File: config.mk
export PLATFORM = sky130hd
export DESIGN_NAME = axis_event_packetizer
export DESIGN_NICKNAME = d
export VERILOG_FILES = /design/src/rtl/axis_event_pkg.sv /design/src/rtl/axis_event_serializer.sv /design/src/rtl/axis_event_packetizer.sv
export SDC_FILE = /design/constraint.sdc
export NUM_CORES = 1
export LEC_CHECK = 0
export CORE_MARGIN = 1
export CORE_UTILIZATION = 48
export DETAILED_ROUTE_END_ITERATION = 8
export PLACE_DENSITY = 0.76
export SETUP_SLACK_MARGIN = 0.4
export SLEW_MARGIN = 40
export SYNTH_ARGS = -nofsm -noshare
export SYNTH_HDL_FRONTEND = slang
export SYNTH_SLANG_ARGS = --single-unit
File: constraint.sdc
create_clock -name aclk -period 2.2 [get_ports aclk]
set_clock_uncertainty 0.15 [all_clocks]
set_input_delay 0.33 -clock aclk [delete_from_list [all_inputs] [get_ports aclk]]
set_output_delay 0.33 -clock aclk [all_outputs]
set_load 0.05 [all_outputs]
File: src/rtl/axis_event_pkg.sv
// Shared widths, beat-index encoding and counter sizing for the event packetizer.
package axis_event_pkg;

   localparam int EVENT_WIDTH     = 96;
   localparam int BEAT_WIDTH      = 32;
   localparam int BEATS_PER_EVENT = 3;

   typedef enum logic [1:0] {
      BEAT0 = 2'd0,
      BEAT1 = 2'd1,
      BEAT2 = 2'd2
   } beat_idx_e;

   // Bits needed to hold 0..value-1, never less than one.
   function automatic int clog2(input int unsigned value);
      int r;
      r = 1;
      for (int i = 1; i < 32; i++) begin
         if (((value - 1) >> i) != 0) r = i + 1;
      end
      return r;
   endfunction

endpackage

File: src/rtl/axis_event_serializer.sv
// Output shifter O: one 96-bit event presented as three 32-bit beats, low word first.
// Beat 0 is valid the cycle after load; data and tlast hold while the sink stalls.
module axis_event_serializer
   import axis_event_pkg::*;
(
   input  logic                   aclk,
   input  logic                   aresetn,
   input  logic                   i_load,
   input  logic [EVENT_WIDTH-1:0] i_data,
   input  logic                   i_last,
   output logic                   o_free,
   output logic                   o_tvalid,
   input  logic                   i_tready,
   output logic [BEAT_WIDTH-1:0]  o_tdata,
   output logic                   o_tlast
);

   logic [EVENT_WIDTH-1:0] r_data;
   logic                   r_last;
   logic                   r_vld;
   logic                   w_vld_nxt;
   beat_idx_e              r_idx;
   beat_idx_e              w_idx_nxt;
   logic                   w_beat_hs;

   assign w_beat_hs = r_vld && i_tready;
   // Free either when empty or when the final beat leaves this cycle.
   assign o_free    = !r_vld || (w_beat_hs && (r_idx == BEAT2));

   always_comb begin
      w_idx_nxt = r_idx;
      w_vld_nxt = r_vld;
      if (i_load) begin
         w_idx_nxt = BEAT0;
         w_vld_nxt = 1'b1;
      end else if (w_beat_hs) begin
         case (r_idx)
            BEAT0:   w_idx_nxt = BEAT1;
            BEAT1:   w_idx_nxt = BEAT2;
            default: begin
               w_idx_nxt = BEAT0;
               w_vld_nxt = 1'b0;
            end
         endcase
      end
   end

   always_ff @(posedge aclk) begin
      if (!aresetn) begin
         r_idx  <= BEAT0;
         r_vld  <= 1'b0;
         r_data <= '0;
         r_last <= 1'b0;
      end else begin
         r_idx <= w_idx_nxt;
         r_vld <= w_vld_nxt;
         if (i_load) begin
            r_data <= i_data;
            r_last <= i_last;
         end
      end
   end

   always_comb begin
      o_tdata = '0;
      if (r_vld) begin
         case (r_idx)
            BEAT0:   o_tdata = r_data[BEAT_WIDTH-1:0];
            BEAT1:   o_tdata = r_data[2*BEAT_WIDTH-1:BEAT_WIDTH];
            default: o_tdata = r_data[3*BEAT_WIDTH-1:2*BEAT_WIDTH];
         endcase
      end
   end

   assign o_tvalid = r_vld;
   assign o_tlast  = r_vld && r_last && (r_idx == BEAT2);

endmodule

File: src/rtl/axis_event_packetizer.sv
// Packs 96-bit events into 3-beat AXIS output; a one-event hold slot lets tlast be decided
// (count or idle timeout) before an event's first beat leaves. Input stalls while H and O are both busy.
module axis_event_packetizer
   import axis_event_pkg::*;
#(
   parameter int C_S_TDATA_WIDTH  = 96,
   parameter int C_M_TDATA_WIDTH  = 32,
   parameter int C_MAX_EVENTS     = 256,
   parameter int C_TIMEOUT_CYCLES = 1000
) (
   input  logic                       aclk,
   input  logic                       aresetn,
   input  logic                       s_axis_tvalid,
   output logic                       s_axis_tready,
   input  logic [C_S_TDATA_WIDTH-1:0] s_axis_tdata,
   output logic                       m_axis_tvalid,
   input  logic                       m_axis_tready,
   output logic [C_M_TDATA_WIDTH-1:0] m_axis_tdata,
   output logic                       m_axis_tlast,
   output logic                       timeout_flush
);

   localparam int               CNT_W    = clog2(C_MAX_EVENTS);
   localparam int               TMO_W    = clog2(C_TIMEOUT_CYCLES);
   localparam logic [CNT_W-1:0] CNT_LAST = CNT_W'(C_MAX_EVENTS - 1);
   localparam logic [TMO_W-1:0] TMO_LAST = TMO_W'(C_TIMEOUT_CYCLES - 1);

   logic [C_S_TDATA_WIDTH-1:0] r_h_data;
   logic                       r_h_vld;
   logic [CNT_W-1:0]           r_evt_cnt;
   logic [TMO_W-1:0]           r_tmo_cnt;
   logic                       w_o_free;
   logic                       w_cnt_hit;
   logic                       w_tmo_hit;
   logic                       w_close;
   logic                       w_h_to_o;
   logic                       w_s_hs;

   assign w_cnt_hit = (r_evt_cnt == CNT_LAST);
   assign w_tmo_hit = (r_tmo_cnt == TMO_LAST);
   assign w_close   = w_cnt_hit || w_tmo_hit;
   assign w_h_to_o  = r_h_vld && w_o_free && (s_axis_tvalid || w_close);

   // Independent of tvalid: whenever tvalid is high this equals !H.valid || h_to_o.
   assign s_axis_tready = aresetn && (!r_h_vld || w_o_free);
   assign w_s_hs        = s_axis_tvalid && s_axis_tready;
   // A close that is both count and timeout is reported as a count close.
   assign timeout_flush = aresetn && w_h_to_o && w_tmo_hit && !w_cnt_hit;

   always_ff @(posedge aclk) begin
      if (!aresetn) begin
         r_h_data  <= '0;
         r_h_vld   <= 1'b0;
         r_evt_cnt <= '0;
         r_tmo_cnt <= '0;
      end else begin
         if (w_s_hs) begin
            r_h_data <= s_axis_tdata;
            r_h_vld  <= 1'b1;
         end else if (w_h_to_o) begin
            r_h_vld  <= 1'b0;
         end

         if (w_h_to_o) r_evt_cnt <= w_close ? '0 : r_evt_cnt + 1'b1;

         // Idle counter saturates so a stalled O still sees the timeout when it frees.
         if (!r_h_vld || w_s_hs || w_h_to_o)
            r_tmo_cnt <= '0;
         else if (!s_axis_tvalid && !w_tmo_hit)
            r_tmo_cnt <= r_tmo_cnt + 1'b1;
      end
   end

   axis_event_serializer u_ser (
      .aclk     (aclk),
      .aresetn  (aresetn),
      .i_load   (w_h_to_o),
      .i_data   (r_h_data),
      .i_last   (w_close),
      .o_free   (w_o_free),
      .o_tvalid (m_axis_tvalid),
      .i_tready (m_axis_tready),
      .o_tdata  (m_axis_tdata),
      .o_tlast  (m_axis_tlast)
   );

endmodule

==> flow_metrics.env, run 1 <==
export IMPL_synth_avg_cell_area_um2=7.62
export IMPL_grt_usage_pct=71.0
export IMPL_place_gp_congestion=0.805
export IMPL_die_w_um=134
export IMPL_num_rows=48
export IMPL_grt_overflow_total=6
export IMPL_dp_hpwl_um=15300
export IMPL_first_error="[ERROR GRT-0232] Routing congestion too high. Check the congestion heatmap in the GUI."
export IMPL_seq_area_frac_synth_pct=51.2
export IMPL_ios=136
export IMPL_crit_endpoint="m_axis_tdata[13]"
export IMPL_grt_antenna_before_repair=6
export IMPL_syn_num_nets=1206
export IMPL_haltStage="global routing (5_1_grt)"
export IMPL_port_buffers=135
export IMPL_cts_sinks=215
export IMPL_die_y_um=134
export IMPL_place_ws_ns=-0.0182
export IMPL_synth_edf_count=0
export IMPL_synth_distinct_cells=38
export IMPL_start_util_pct=49.0
export IMPL_clockBufferDepth=3
export IMPL_ys_warnings_count=0
export IMPL_h_tree_depth=1
export IMPL_worst_ep_kind="primary output"
export IMPL_outcome="stopped before the end"
export IMPL_ctsHoldBuffers=0
export IMPL_synth_cells=1104
export IMPL_cts_root_buffer="clkbuf_16"
export IMPL_ys_async_sr_fraction_pct=0
export IMPL_cts_buffers=23
export IMPL_grt_max_degree=65
export IMPL_syn_cell_area_um2=8410
export IMPL_synth_seq_cells=215
export IMPL_synth_flop_cell="dfxtp_1"
[timing repair]
action	CTS
gates cloned	32
resized for setup	281
pin swaps	33
endpoints found under the setup margin	184
setup buffers	23
[synthesized netlist by cell type, types with 3 or more instances]
library cell | number | area, um^2
a211oi_1 | 3 | 22.5
a21oi_1 | 136 | 681
and2_1 | 3 | 18.8
buf_1 | 3 | 11.3
buf_2 | 26 | 130
buf_4 | 3 | 22.5
clkbuf_1 | 48 | 180
dfxtp_1 | 215 | 4300
inv_1 | 4 | 15.0
mux2i_1 | 33 | 330
nand2_1 | 395 | 1480
nand3_1 | 6 | 30.0
nand3b_1 | 3 | 22.5
nand4_1 | 5 | 31.3
nor2_1 | 82 | 308
o21ai_0 | 101 | 505
xnor2_1 | 6 | 52.6
xor2_1 | 6 | 52.6
[metrics by stage]
stage / hold slack [ns] / area, um^2 / TNS [ns] / instances / util (%)
floorplan: 0.279 / 8890 / 0 / 1104 / -
global placement: 0.286 / 10400 / 0 / 1418 / 60.4
detailed placement: 0.291 / 10400 / -0.0858 / 1418 / 60.4
CTS: 0.0383 / 13200 / -11.98 / 1514 / 77.0
[layer usage]
layer  GRT overflow  track usage, %
met1              0            69.3
met2              1            90.4
met3              0            57.7
met4              5            66.2
met5              0            20.6
[logic make-up after synthesis]
kind of cell	count (synthesis)	synth area share [%]
AND/OR/NAND/NOR	508	23.7
flip-flops	215	51.2
adder cells (fa/ha/maj)	2	0.298
multiplexers	33	3.93
buffers and inverters	88	4.63
XOR/XNOR	12	1.25
AO/OA/AOI/OAI	246	15.0
==> run 2, diff against run 1 <==
- CORE_UTILIZATION: 48 -> 40
- PLACE_DENSITY: 0.76 -> not set
- PLACE_DENSITY_LB_ADDON: not set -> 0.15
- SETUP_SLACK_MARGIN: 0.4 -> not set
- clock period: 2.2 -> 2.85 ns (I/O delays scaled with it)
==> run 2 against run 1 <==
  * The flow now finishes without violations
  * Synthesized cell count did not move
  * Area after synthesis stayed put
==> flow_metrics.env, run 2 <==
export IMPL_outcome="finished, final reports clean"
export IMPL_timing_final_crit_share_pct=99.0
export IMPL_relSlewSlack_pct=52.7
export IMPL_grt_pass1_wl_um=36000
export IMPL_ys_async_sr_fraction_pct=0
export IMPL_postLayoutCoreUtil_pct=54.4
export IMPL_cts_buffers=24
export IMPL_synth_edf_count=0
export IMPL_period_needed_ns=2.82
export IMPL_drt_pass1_iterations=5
export IMPL_yosysMostFrequentCell="nand2_1"
export IMPL_drive_gt1_share_pct=8.86
export IMPL_worst_slew_pin_slew_ns=0.702
export IMPL_ctsHoldBuffers=0
export IMPL_syn_num_nets=1206
export IMPL_final_max_slew_viol_count=0
export IMPL_core_um2=20400
export IMPL_irDropWorstVdd_mv=0.335
export IMPL_place_gp_congestion=0.811
export IMPL_grt_usage_pct=20.7
export IMPL_grt_antenna_before_repair=0
export IMPL_drc_errors=0
export IMPL_max_stage_delay_ns=0.53
export IMPL_num_rows=52
export IMPL_start_kind="flip-flop"
export IMPL_path_class="reg2out"
export IMPL_synthTopCellsByCount="395 x nand2_1, 215 x dfxtp_1, 136 x a21oi_1"
export IMPL_layout_commonest_cell="nand2_1"
export IMPL_die_y_um=147
export IMPL_wire_per_inst_um=15.1
export IMPL_synth_avg_cell_area_um2=7.62
export IMPL_setup_viol=0
export IMPL_port_buffers=135
export IMPL_cp_arrival_ns=2.24
export IMPL_syn_cell_area_um2=8410
export IMPL_synth_flop_cell="dfxtp_1"
export IMPL_cts_sinks=215
export IMPL_antenna_cells=0
export IMPL_synth_cells=1104
export IMPL_die_w_um=147
export IMPL_fmax_mhz=354
export IMPL_largest_registers="r_h_data: 96 flops, u_ser.r_data: 96 flops, r_tmo_cnt: 10 flops"
export IMPL_rsz0062_at_grt="yes"
export IMPL_synth_distinct_cells=38
export IMPL_clockBufferDepth=3
export IMPL_area_delta_synth_final_pct=32.2
export IMPL_vias=7319
export IMPL_hold_class="in2reg"
export IMPL_clk_latency_ns=0.51
export IMPL_maxCapViolCount=0
export IMPL_drt_vias_per_instance=4.92
export IMPL_drt_wl_total_um=22500
export IMPL_power_leakage_nw=3.91
export IMPL_grt_pass1_vias=6786
export IMPL_synth_top_area_share_pct=51.2
export IMPL_h_tree_depth=1
export IMPL_layout_common_cells="395 x nand2_1, 212 x dfxtp_1, 136 x a21oi_1, 101 x o21ai_0, 99 x clkdlybuf4s50_1"
export IMPL_ios=136
export IMPL_start_util_pct=41.2
export IMPL_end_kind="output port"
export IMPL_power_density_nw_per_um2=622
export IMPL_cts_root_buffer="clkbuf_16"
export IMPL_worst_path_max_delay_cell="dfxtp_2"
export IMPL_clkTransAtPathRegs_ns=0.06
export IMPL_path_delay_family="flip-flops"
export IMPL_synth_area_top_cells="dfxtp_1 51%, nand2_1 18%, a21oi_1 8.1%"
export IMPL_crit_buf_inv=2
export IMPL_drtIter0Drc=526
export IMPL_grt_max_degree=101
export IMPL_hold_viol_final=0
export IMPL_ys_warnings_count=0
export IMPL_total_power_w=0.00691
export IMPL_nFillCells=2033
export IMPL_synth_top_area_cell="dfxtp_1"
export IMPL_grt_overflow_total=0
export IMPL_synth_seq_cells=215
export IMPL_path_max_fanout=26
export IMPL_die_area_um2=21600
export IMPL_worstPathRequired_ns=2.27
export IMPL_seq_area_frac_synth_pct=51.2
export IMPL_dp_hpwl_um=15100
export IMPL_layout_nets=1305
export IMPL_crit_chain="buf_12 -> mux2i_1 -> nor2_1 -> a21oi_1 -> nor2_1 -> buf_12"
export IMPL_drtAntennaViolNets=0
export IMPL_tritoncts="built"
-- run 2: cell counts after synthesis --
No cell type changed its count.
-- run 2: repair_timing --
item	in CTS	in global routing
gates cloned	0	0
buffers inserted	0	1
endpoints found under the setup margin	1	5
pin swaps	1	1
gates resized for setup	0	4
-- run 2: cells by family after synthesis --
| group | Yosys count | synth area share [%] |
|---|---|---|
| and+or+nand+nor | 508 | 23.7 |
| AOI/OAI and AO/OA | 246 | 15.0 |
| DFF | 215 | 51.2 |
| buffers and inverters | 88 | 4.63 |
| muxes | 33 | 3.93 |
| xor gates and xnor gates | 12 | 1.25 |
| adders and majority gates | 2 | 0.298 |
-- run 2: cell type report --
type                            instances  area (um^2)  area share [%]
Sequential cell                       215         4310            38.7
Multi-Input combinational cell        801         3740            33.6
Timing Repair Buffer                  155         1920            17.3
Clock buffer                           35          703            6.32
Tap cell                              270          338            3.04
Clock inverter                          7         85.1           0.765
Inverter                                6         22.5           0.203
-- run 2: path summary, 6_finish.rpt --
path,from,endpoint,slack (ns),cells past startpoint
max,u_ser.r_idx[0],m_axis_tdata[17],0.03,6
min,aresetn,r_h_data[2],0.17,3
max reg2reg,r_tmo_cnt[1],r_evt_cnt[5],0.61,7
min reg2reg,u_ser.r_data[25],u_ser.r_data[25],0.30,2
-- run 2: through the flow --
step                      setup TNS [ns]  cells  instance area, um^2  setup slack, ns  hold slack (ns)
after floorplan                        0   1104                 8410            0.100            0.282
after global placement                 0   1446                10300            0.277            0.291
after detailed placement               0   1446                10300            0.268            0.296
after CTS                              0   1488                11100         0.000794            0.164
after global routing             -0.0665   1489                11100          -0.0343            0.175
final                                  0   1489                11100           0.0289            0.174
-- run 2: worst reg2reg max path, delay by kind of cell, from the launching register on --
kind,cells,cell delay [ns]
AO/OA/AOI/OAI,4,1.12
flip-flops,1,0.37
buffers and inverters,2,0.23
adder cells (fa/ha/maj),1,0.22
-- run 2: report_power, final --
part	switching, W	internal [W]
registers	0.0000905	0.00316
logic	0.000332	0.000265
clock network	0.00119	0.00188
-- run 2: layer usage --
layer	up-vias	share of wire, %	track usage, %
met5	-	0	0
met4	0	1.5	4.64
met3	30	5.7	4.19
met2	175	44	31.9
met1	3326	49	29.8
li1	3788	-	-
Power figures use the tool's default switching activity.
